### src/rtl/ysyx_22040759_wb_arb_pkg.sv
// Shared definitions for the WB / MDU register-file write arbiter:
// bus field offsets, write-port selector codes and the MDU FIFO entry layout.
package ysyx_22040759_wb_arb_pkg;

  localparam int unsigned XLEN  = 64;
  localparam int unsigned RF_AW = 5;
  localparam int unsigned NREG  = 32;

  // ws_to_rf_bus layout: {wen, waddr, wdata}
  localparam int unsigned WB_BUS_W     = 1 + RF_AW + XLEN;
  localparam int unsigned WB_WEN_BIT   = 69;
  localparam int unsigned WB_WADDR_LSB = 64;
  localparam int unsigned WB_WDATA_LSB = 0;

  typedef enum logic [1:0] {
    WREG_NONE = 2'd0,
    WREG_WB   = 2'd1,
    WREG_MDU  = 2'd2
  } wreg_sel_e;

  typedef struct packed {
    logic [RF_AW-1:0] rd;
    logic [XLEN-1:0]  data;
  } mdu_ent_t;

  function automatic logic [NREG-1:0] reg_onehot(input logic [RF_AW-1:0] r);
    return NREG'(1) << r;
  endfunction

endpackage

### src/rtl/ysyx_22040759_wb_fifo.sv
// MDU result FIFO: DEPTH entries of {rd, data}, with per-slot occupancy and rd
// exported so the arbiter can build the pending-register mask.
module ysyx_22040759_wb_fifo
  import ysyx_22040759_wb_arb_pkg::*;
#(
  parameter int unsigned DEPTH = 2
) (
  input  logic                              clk,
  input  logic                              rst_n,
  input  logic                              push,
  input  mdu_ent_t                          push_ent,
  input  logic                              pop,
  output mdu_ent_t                          head,
  output logic [$clog2(DEPTH):0]            count,
  output logic [DEPTH-1:0]                  ent_vld,
  output logic [DEPTH-1:0][RF_AW-1:0]       ent_rd
);

  localparam int unsigned PTR_W = $clog2(DEPTH);
  localparam int unsigned CNT_W = PTR_W + 1;

  logic [PTR_W-1:0] wr_ptr;
  logic [PTR_W-1:0] rd_ptr;
  logic [CNT_W-1:0] cnt;
  logic             do_push;
  logic             do_pop;
  mdu_ent_t         mem [DEPTH];

  // Guard against overflow / underflow even if the caller misbehaves.
  assign do_push = push && (cnt < CNT_W'(DEPTH));
  assign do_pop  = pop && (cnt != '0);

  always_ff @(posedge clk or negedge rst_n) begin
    if (!rst_n) begin
      wr_ptr <= '0;
      rd_ptr <= '0;
      cnt    <= '0;
    end else begin
      if (do_push) wr_ptr <= wr_ptr + PTR_W'(1);
      if (do_pop)  rd_ptr <= rd_ptr + PTR_W'(1);
      cnt <= cnt + CNT_W'(do_push) - CNT_W'(do_pop);
    end
  end

  always_ff @(posedge clk) begin
    if (do_push) mem[wr_ptr] <= push_ent;
  end

  assign head  = mem[rd_ptr];
  assign count = cnt;

  // A slot is occupied when its distance from the read pointer is below count.
  always_comb begin
    ent_vld = '0;
    ent_rd  = '0;
    for (int unsigned i = 0; i < DEPTH; i++) begin
      ent_vld[i] = CNT_W'(PTR_W'(PTR_W'(i) - rd_ptr)) < cnt;
      ent_rd[i]  = mem[i].rd;
    end
  end

endmodule

### src/rtl/ysyx_22040759_wb_arb.sv
// Register-file write-port arbiter: WB stage writes win outright, queued MDU
// results fill idle slots, and a starving FIFO head raises wb_hold.
module ysyx_22040759_wb_arb
  import ysyx_22040759_wb_arb_pkg::*;
#(
  parameter int unsigned DEPTH      = 2,
  parameter int unsigned STARVE_MAX = 8
) (
  input  logic                clk,
  input  logic                rst_n,
  input  logic [WB_BUS_W-1:0] ws_to_rf_bus,
  input  logic                mdu_valid,
  input  logic [RF_AW-1:0]    mdu_rd,
  input  logic [XLEN-1:0]     mdu_result,
  output logic                mdu_ready,
  output logic                rf_wen,
  output logic [RF_AW-1:0]    rf_waddr,
  output logic [XLEN-1:0]     rf_wdata,
  output logic                wb_hold,
  output logic [NREG-1:0]     pending_mask
);

  localparam int unsigned CNT_W = $clog2(DEPTH) + 1;
  localparam int unsigned ST_W  = $clog2(STARVE_MAX) + 1;
  localparam logic [ST_W-1:0] ST_LAST = ST_W'(STARVE_MAX - 1);

  logic                        wb_wen;
  logic [RF_AW-1:0]            wb_waddr;
  logic [XLEN-1:0]             wb_wdata;
  logic                        wb_win;
  logic                        fifo_empty;
  logic                        push;
  logic                        pop;
  mdu_ent_t                    push_ent;
  mdu_ent_t                    head;
  logic [CNT_W-1:0]            fifo_cnt;
  logic [DEPTH-1:0]            ent_vld;
  logic [DEPTH-1:0][RF_AW-1:0] ent_rd;
  wreg_sel_e                   sel;
  logic [ST_W-1:0]             starve_q;
  logic [ST_W-1:0]             starve_d;
  logic                        hold_d;
  logic [NREG-1:0]             mask_c;

  assign wb_wen   = ws_to_rf_bus[WB_WEN_BIT];
  assign wb_waddr = ws_to_rf_bus[WB_WADDR_LSB +: RF_AW];
  assign wb_wdata = ws_to_rf_bus[WB_WDATA_LSB +: XLEN];

  // Writes to x0 are no-ops; they never claim the port.
  assign wb_win     = rst_n && wb_wen && (wb_waddr != '0);
  assign fifo_empty = (fifo_cnt == '0);
  assign mdu_ready  = fifo_cnt < CNT_W'(DEPTH);
  assign push       = mdu_valid && mdu_ready && (mdu_rd != '0);
  assign pop        = !wb_win && !fifo_empty;
  assign push_ent   = '{rd: mdu_rd, data: mdu_result};

  ysyx_22040759_wb_fifo #(
    .DEPTH(DEPTH)
  ) u_fifo (
    .clk      (clk),
    .rst_n    (rst_n),
    .push     (push),
    .push_ent (push_ent),
    .pop      (pop),
    .head     (head),
    .count    (fifo_cnt),
    .ent_vld  (ent_vld),
    .ent_rd   (ent_rd)
  );

  always_comb begin
    sel = WREG_NONE;
    if (wb_win)           sel = WREG_WB;
    else if (!fifo_empty) sel = WREG_MDU;
  end

  always_comb begin
    rf_wen   = 1'b0;
    rf_waddr = '0;
    rf_wdata = '0;
    unique case (sel)
      WREG_WB: begin
        rf_wen   = 1'b1;
        rf_waddr = wb_waddr;
        rf_wdata = wb_wdata;
      end
      WREG_MDU: begin
        rf_wen   = 1'b1;
        rf_waddr = head.rd;
        rf_wdata = head.data;
      end
      default: ;
    endcase
  end

  // Counter saturates at STARVE_MAX-1; hold stays up until the head drains.
  always_comb begin
    starve_d = starve_q;
    hold_d   = wb_hold;
    if (pop || fifo_empty) starve_d = '0;
    else if (starve_q != ST_LAST) starve_d = starve_q + ST_W'(1);
    if (pop) hold_d = 1'b0;
    else if (!fifo_empty && (starve_q == ST_LAST)) hold_d = 1'b1;
  end

  always_ff @(posedge clk or negedge rst_n) begin
    if (!rst_n) begin
      starve_q <= '0;
      wb_hold  <= 1'b0;
    end else begin
      starve_q <= starve_d;
      wb_hold  <= hold_d;
    end
  end

  always_comb begin
    mask_c = '0;
    for (int unsigned i = 0; i < DEPTH; i++) begin
      if (ent_vld[i]) mask_c = mask_c | reg_onehot(ent_rd[i]);
    end
  end

  assign pending_mask = {mask_c[NREG-1:1], 1'b0};

endmodule

### config.mk
export PLATFORM = sky130hd
export DESIGN_NAME = ysyx_22040759_wb_arb
export DESIGN_NICKNAME = d
export VERILOG_FILES = /design/src/rtl/ysyx_22040759_wb_arb_pkg.sv /design/src/rtl/ysyx_22040759_wb_fifo.sv /design/src/rtl/ysyx_22040759_wb_arb.sv
export SDC_FILE = /design/constraint.sdc
export NUM_CORES = 1
export LEC_CHECK = 0
export ABC_CLOCK_PERIOD_IN_PS = 4100
export BUFFER_PORTS_ARGS = -buffer_cell sky130_fd_sc_hd__buf_4
export CAP_MARGIN = 20
export CORE_MARGIN = 8
export CORE_UTILIZATION = 30
export CTS_CLUSTER_SIZE = 20
export DETAILED_ROUTE_END_ITERATION = 10
export PLACE_DENSITY_LB_ADDON = 0.3
export SLEW_MARGIN = 10
export SYNTH_ARGS = -nofsm -noshare
export SYNTH_HDL_FRONTEND = slang
export SYNTH_HIERARCHICAL = 1
export SYNTH_SLANG_ARGS = --single-unit
### constraint.sdc
create_clock -name clk -period 4.1 [get_ports clk]
set_input_delay 0.82 -clock clk [delete_from_list [all_inputs] [get_ports clk]]
set_output_delay 0.82 -clock clk [all_outputs]
set_load 0.02 [all_outputs]
After elaboration in Yosys (flattened, before gate mapping)
Memories as Yosys holds them, arrays and structs flattened.
Index checks and enable logic that the tools add are counted.
Word-level totals
  word-level logic and storage cells: 54
  input port bits: 142
  memories kept: 1
  register bits: 9
  output and inout port bits: 104
  memory bits (writable): 138
Memories
  u_fifo.mem: depth 2, bits a word 69, rd ports 3, clocked after memory_dff 0, write ports 1, RTL line ysyx_22040759_wb_fifo.sv:27  | mdu_ent_t mem [DEPTH];
Cells by class
  muxes and demuxes: 13
  shift-type cells: 2
  bitwise gates (word level): 1
  eq/ne operators: 4
  add/subtract/negate cells: 7
  reduce and logical (&&, ||, !) cells: 18
  order comparisons: 3
Operator list (number)
  $pmux W64 S2: 1
  $mux W32: 2
  $shl A1 B5 Y32 const A: 2
  $or A32 B32 Y32: 1
  $pmux W5 S2: 1
  $reduce_bool A5 Y1: 2
  $logic_and A1 B1 Y1: 8
  $mux W4: 2
  $reduce_bool A2 Y1: 3
  $mux W1: 5
  $add A4 B1 Y4 const B: 1
  $eq A4 B3 Y1 const B: 1
  $lt A1 B2 Y1: 2
  $mux W2: 2
  $ne A4 B3 Y1 const B: 1
  $add A1 B1 Y1 const B: 2
  $add A2 B1 Y2: 1
  $eq A2 B1 Y1 const B: 1
  $eq A2 B2 Y1 const B: 1
  $logic_not A1 Y1: 2
  $logic_not A2 Y1: 1
  $lt A2 B2 Y1 const B: 1
  $reduce_or A2 Y1: 1
  $sub A1 B1 Y1 const A: 2
  2 further kinds: 2

Longest topological paths before layout
  depth after elaboration: 6
  mapped depth: 10
  gate-level depth less buffers: 8

Modules after synthesis
Netlist, hierarchy kept.
By module, submodules not included
  ysyx_22040759_wb_fifo: times used 1, seq. area each 4244.1 um2, cells each 248, area an instance 5614.1 um2
  ysyx_22040759_wb_arb: times used 1, seq. area each 125.1 um2, cells each 329, area an instance 1826.8 um2

Worst setup path after synthesis
No wires, ideal clock.
  path type: input to register
  start: input port mdu_rd[1]
  end: memory u_fifo/mem[0][0] in the netlist's numbering, enable pin
  stages: 4
  arrival: 4.089 ns
  path slack: -0.486 ns
  data required time: 3.603 ns
  buffers on the path: 0
  library setup time: 0.497 ns
  cell sequence: or3_1 > o311a_1 > nand2b_1 > nor2_1
Between the ends
  word-level cells in the longest chain between the ends: 5
Ends and longest elaborated chain
  start: declaration: RTL line ysyx_22040759_wb_arb.sv:13  | input logic [RF_AW-1:0] mdu_rd,
  $reduce_bool A5 Y1: RTL line ysyx_22040759_wb_arb.sv:53  | assign push = mdu_valid && mdu_ready && (mdu_rd != '0);
  $logic_and A1 B1 Y1: RTL line ysyx_22040759_wb_arb.sv:53
  named net push: RTL line ysyx_22040759_wb_arb.sv:32  | logic push;
  $logic_and A1 B1 Y1: RTL line ysyx_22040759_wb_fifo.sv:30  | assign do_push = push && (cnt < CNT_W'(DEPTH));
  $mux W1: RTL line ysyx_22040759_wb_fifo.sv:46  | if (do_push) mem[wr_ptr] <= push_ent;
  $mux W1 (implied by the code): RTL line ysyx_22040759_wb_fifo.sv:46
  end: declaration: RTL line ysyx_22040759_wb_fifo.sv:27
The timed path passes the listed nets, and every way through them passes these cells.

Final worst setup path
  start: register u_fifo.rd_ptr
  end: output port pending_mask[24]
Between the ends
  elaborated cells on any way between the ends: 7
  classes of those cells: add/sub: 2; order compare: 2; mux: 2; bitwise: 1
RTL lines
  start: declaration: RTL line ysyx_22040759_wb_fifo.sv:23  | logic [PTR_W-1:0] rd_ptr;
  start signal: assignment: RTL line ysyx_22040759_wb_fifo.sv:40  | if (do_pop) rd_ptr <= rd_ptr + PTR_W'(1);
  $sub A1 B1 Y1: RTL line ysyx_22040759_wb_fifo.sv:57  | ent_vld[i] = CNT_W'(PTR_W'(PTR_W'(i) - rd_ptr)) < cnt;
  $lt A1 B2 Y1: RTL line ysyx_22040759_wb_fifo.sv:57
  named net ent_vld[1]: RTL line ysyx_22040759_wb_arb.sv:37  | logic [DEPTH-1:0] ent_vld;
  $mux W32: RTL line ysyx_22040759_wb_arb.sv:119  | if (ent_vld[i]) mask_c = mask_c | reg_onehot(ent_rd[i]);
  end: declaration: RTL line ysyx_22040759_wb_arb.sv:20  | output logic [NREG-1:0] pending_mask
The timed path passes the listed nets, and every way through them passes these cells.

==> impl_metrics.env <==
export IMPL_status="completed"
export IMPL_rsz0062_at_grt="false"
export IMPL_final_util_pct=41.12
export IMPL_num_vias=5452
export IMPL_slew_headroom_pct=44.64
export IMPL_instances_no_fill=1134
export IMPL_fmax_mhz=303.8
export IMPL_wl_um=21110
export IMPL_clock_sinks=147
export IMPL_dr_pass1_iters=5
export IMPL_synth_net_count=721
export IMPL_p_clk_share_pct=22.6
export IMPL_worstMarginPinSlew_ps=830.3
export IMPL_setup_viol=0
export IMPL_final_cell_mix="buf_4, edfxtp_1, nand2_1, o22ai_1, mux2_4"
export IMPL_pre_cts_slack_ps=685.2
export IMPL_syn_area_mm2=0.007441
export IMPL_yosys_register_bits=147
export IMPL_h_tree_depth=4
export IMPL_clk_latency_ps=420
export IMPL_ctsResizeCount=0
export IMPL_dpl_hpwl_um=14850
export IMPL_gp_congestion=0.8723
export IMPL_rows=57
export IMPL_fin_crit_ps=3291
export IMPL_cp_start_kind="register"
export IMPL_avgViaCountPerCell=4.808
export IMPL_post_cts_buffers=0
export IMPL_synth_warnings=6
export IMPL_internal_power_mw=4.026
export IMPL_hold_slack_ps=229.6
export IMPL_syn_avg_cell_area_um2=12.90
export IMPL_grt_antenna_before_repair=0
export IMPL_clockBufferDepth=2
export IMPL_synth_cells=577
export IMPL_cts_tree="built"
export IMPL_setup_ws_ps=808.6
export IMPL_core_area_mm2=0.02432
export IMPL_drtIter0Drc=224
export IMPL_n_antenna_cell=0
export IMPL_drive_above_1_share_pct=45.06
export IMPL_seq_power_share_pct=33.9
export IMPL_p_comb_share_pct=43.5
export IMPL_area_growth_pct=34.40
export IMPL_ant_nets=0
export IMPL_cp_slowest_cell="dfrtp_4"
export IMPL_path_class="reg -> out"
export IMPL_p_sw_share_pct=36.40
export IMPL_die_w_um=173.5
export IMPL_max_vdd_ir_drop_v=0.0002692
export IMPL_root_buffer="clkbuf_16"
export IMPL_drc=0
export IMPL_path_delay_family="flip-flops"
export IMPL_die_h_um=173.5
export IMPL_grt_max_degree=67
export IMPL_crit_fanout=36
export IMPL_grt_overflow=0
export IMPL_worstPathRequired_ps=3280
export IMPL_hp_class="in -> async"
export IMPL_nets=941
export IMPL_start_util_pct=30.60
export IMPL_wl_per_cell_um=18.61
export IMPL_numPlacedInstances=1101
export IMPL_fillers=2314
export IMPL_worst_path_buf_inv=1
export IMPL_boundaryPins=246
export IMPL_fin_crit_sh_pct=80.28
export IMPL_yosysSeqAreaShare_pct=58.72
export IMPL_design_area_mm2=0.01000
export IMPL_grt_usage_pct=13.63
export IMPL_place_area_mm2=0.009424
export IMPL_power_switching_mw=2.304
export IMPL_cp_end_kind="output pin"
export IMPL_numCtsBuffers=17
export IMPL_cellLeakagePower_nw=4.089
export IMPL_synth_cell_types=42
export IMPL_worstPathArrival_ps=2470
export IMPL_grt_first_pass_wirelength_um=32370
export IMPL_final_hold_violation_count=0
export IMPL_portBuffers=244
export IMPL_mostFrequentLayoutCell="buf_4"
export IMPL_max_stage_delay_ps=870
export IMPL_slew_violations=0
export IMPL_power_density_mw_per_mm2=633.0
export IMPL_fp_dieArea_mm2=0.03010
export IMPL_clkTransAtPathRegs_ps=70
export IMPL_first_global_vias=5694
export IMPL_max_cap_violations=0
export IMPL_worst_clock_skew_ps=8.389
export IMPL_worstPathCellList="a21o_1 -> nor2b_1 -> nand2_1 -> o22ai_1 -> buf_4"
export IMPL_cts_hold_buf=0
[power by group through the flow]
| stage | registers [mW] | logic (mW) | clock network (mW) |
|---|---|---|---|
| after global placement | 2.17 | 2.78 | 0 |
| after detailed placement | 2.18 | 2.78 | 0 |
| after global routing | 2.17 | 2.97 | 1.54 |
| after CTS | 2.15 | 2.79 | 1.48 |
| after floorplan | 2.06 | 2.02 | 0 |
| final | 2.14 | 2.75 | 1.43 |
[sequential cells by signal, indices dropped and copies added (netlist names)]
signal / count
u_fifo/rd_ptr: 1
u_fifo/wr_ptr: 1
u_fifo/count: 2
starve_q: 4
wb_hold: 1
u_fifo/mem: 138
[layer usage]
layer	track usage [%]	vias up	wire, um
li1	-	2606	-
met1	15.57	2632	8731
met2	23.89	198	10570
met3	4.574	16	1565
met4	3.773	0	237
met5	0	-	0
[cell families after synthesis]
family	Yosys count	synth area share, %
other	1	0.05040
buffers and inverters	57	5.734
AO/OA/AOI/OAI	112	9.871
AND/OR/NAND/NOR	183	10.73
multiplexers	71	14.09
flip-flops	147	58.72
adder cells (fa/ha/maj)	2	0.3363
XOR/XNOR	4	0.4708
[worst register-to-register path: cells and delay by family (launching register included)]
kind                   cells  cell delay, ps
flip-flops                 1             460
buffers and inverters      2             860
AO/OA/AOI/OAI              1             210
AND/OR/NAND/NOR            2             600
[layout make-up]
class / count / area, um2 / share of cell area, %
flip-flops and latches: 147 / 4373 / 43.73
clock inverters: 14 / 120.1 / 1.201
repair buffers: 253 / 1982 / 19.82
well taps: 324 / 405.4 / 4.054
inverters: 5 / 18.77 / 0.1877
multi-input cells: 373 / 2673 / 26.72
clock buffers: 18 / 429.2 / 4.291
[Yosys cell counts]
master      n  area share (%)
nand3b_1    6            0.61
a21o_1      2            0.20
a32o_1      4            0.54
or4_4       1            0.15
or2_2       2            0.17
a211oi_1    1            0.10
buf_2       7            0.47
o21ai_4     1            0.22
o21ai_0     3            0.20
buf_6       5            0.76
buf_4      14             1.4
mux2_4     67              14
or3b_2      3            0.35
o311a_1     1            0.13
buf_12      7             1.9
nand3_1     8            0.54
xnor2_1     4            0.47
mux2_2      2            0.30
nor2b_1     4            0.34
nor4_1      1           0.084
inv_1       5            0.25
or3_1       2            0.17
a31oi_1     1           0.084
o211ai_1    1            0.10
edfxtp_1  138              56
nor2_1     10            0.50
ha_1        2            0.34
dfrtp_1     9             3.0
o41ai_1     1            0.12
nand4_1     1           0.084
o22a_1      1            0.12
nor2_8      1            0.27
mux2i_1     2            0.27
o22ai_1    95             8.0
conb_1      1           0.050
nand2b_1    3            0.25
clkbuf_1   18            0.91
and2_1      1           0.084
nand2_1   136             6.9
a21oi_1     1           0.067
nor3_1      4            0.27
buf_1       1           0.050
[through the flow]
step / power, mW / TNS, ps
finish: 6.330 / 0
global route: 6.675 / 0
CTS: 6.419 / 0
detailed placement: 4.961 / 0
global placement: 4.953 / 0
floorplan: 4.086 / -67010
[final timing paths]
kind,start,endpoint,slack (ps),cells after the start
setup / recovery,u_fifo/rd_ptr,pending_mask[24],810,5
hold / removal,rst_n,starve_q[3],230,1
setup reg to reg,u_fifo/count[1],u_fifo/mem[1][53],1570,5
hold reg to reg,wb_hold,wb_hold,510,1
max in group asynchronous,rst_n,u_fifo/rd_ptr,3700,1
min in group clk,wb_hold,wb_hold,510,1
(Power assumes the default switching activity.)
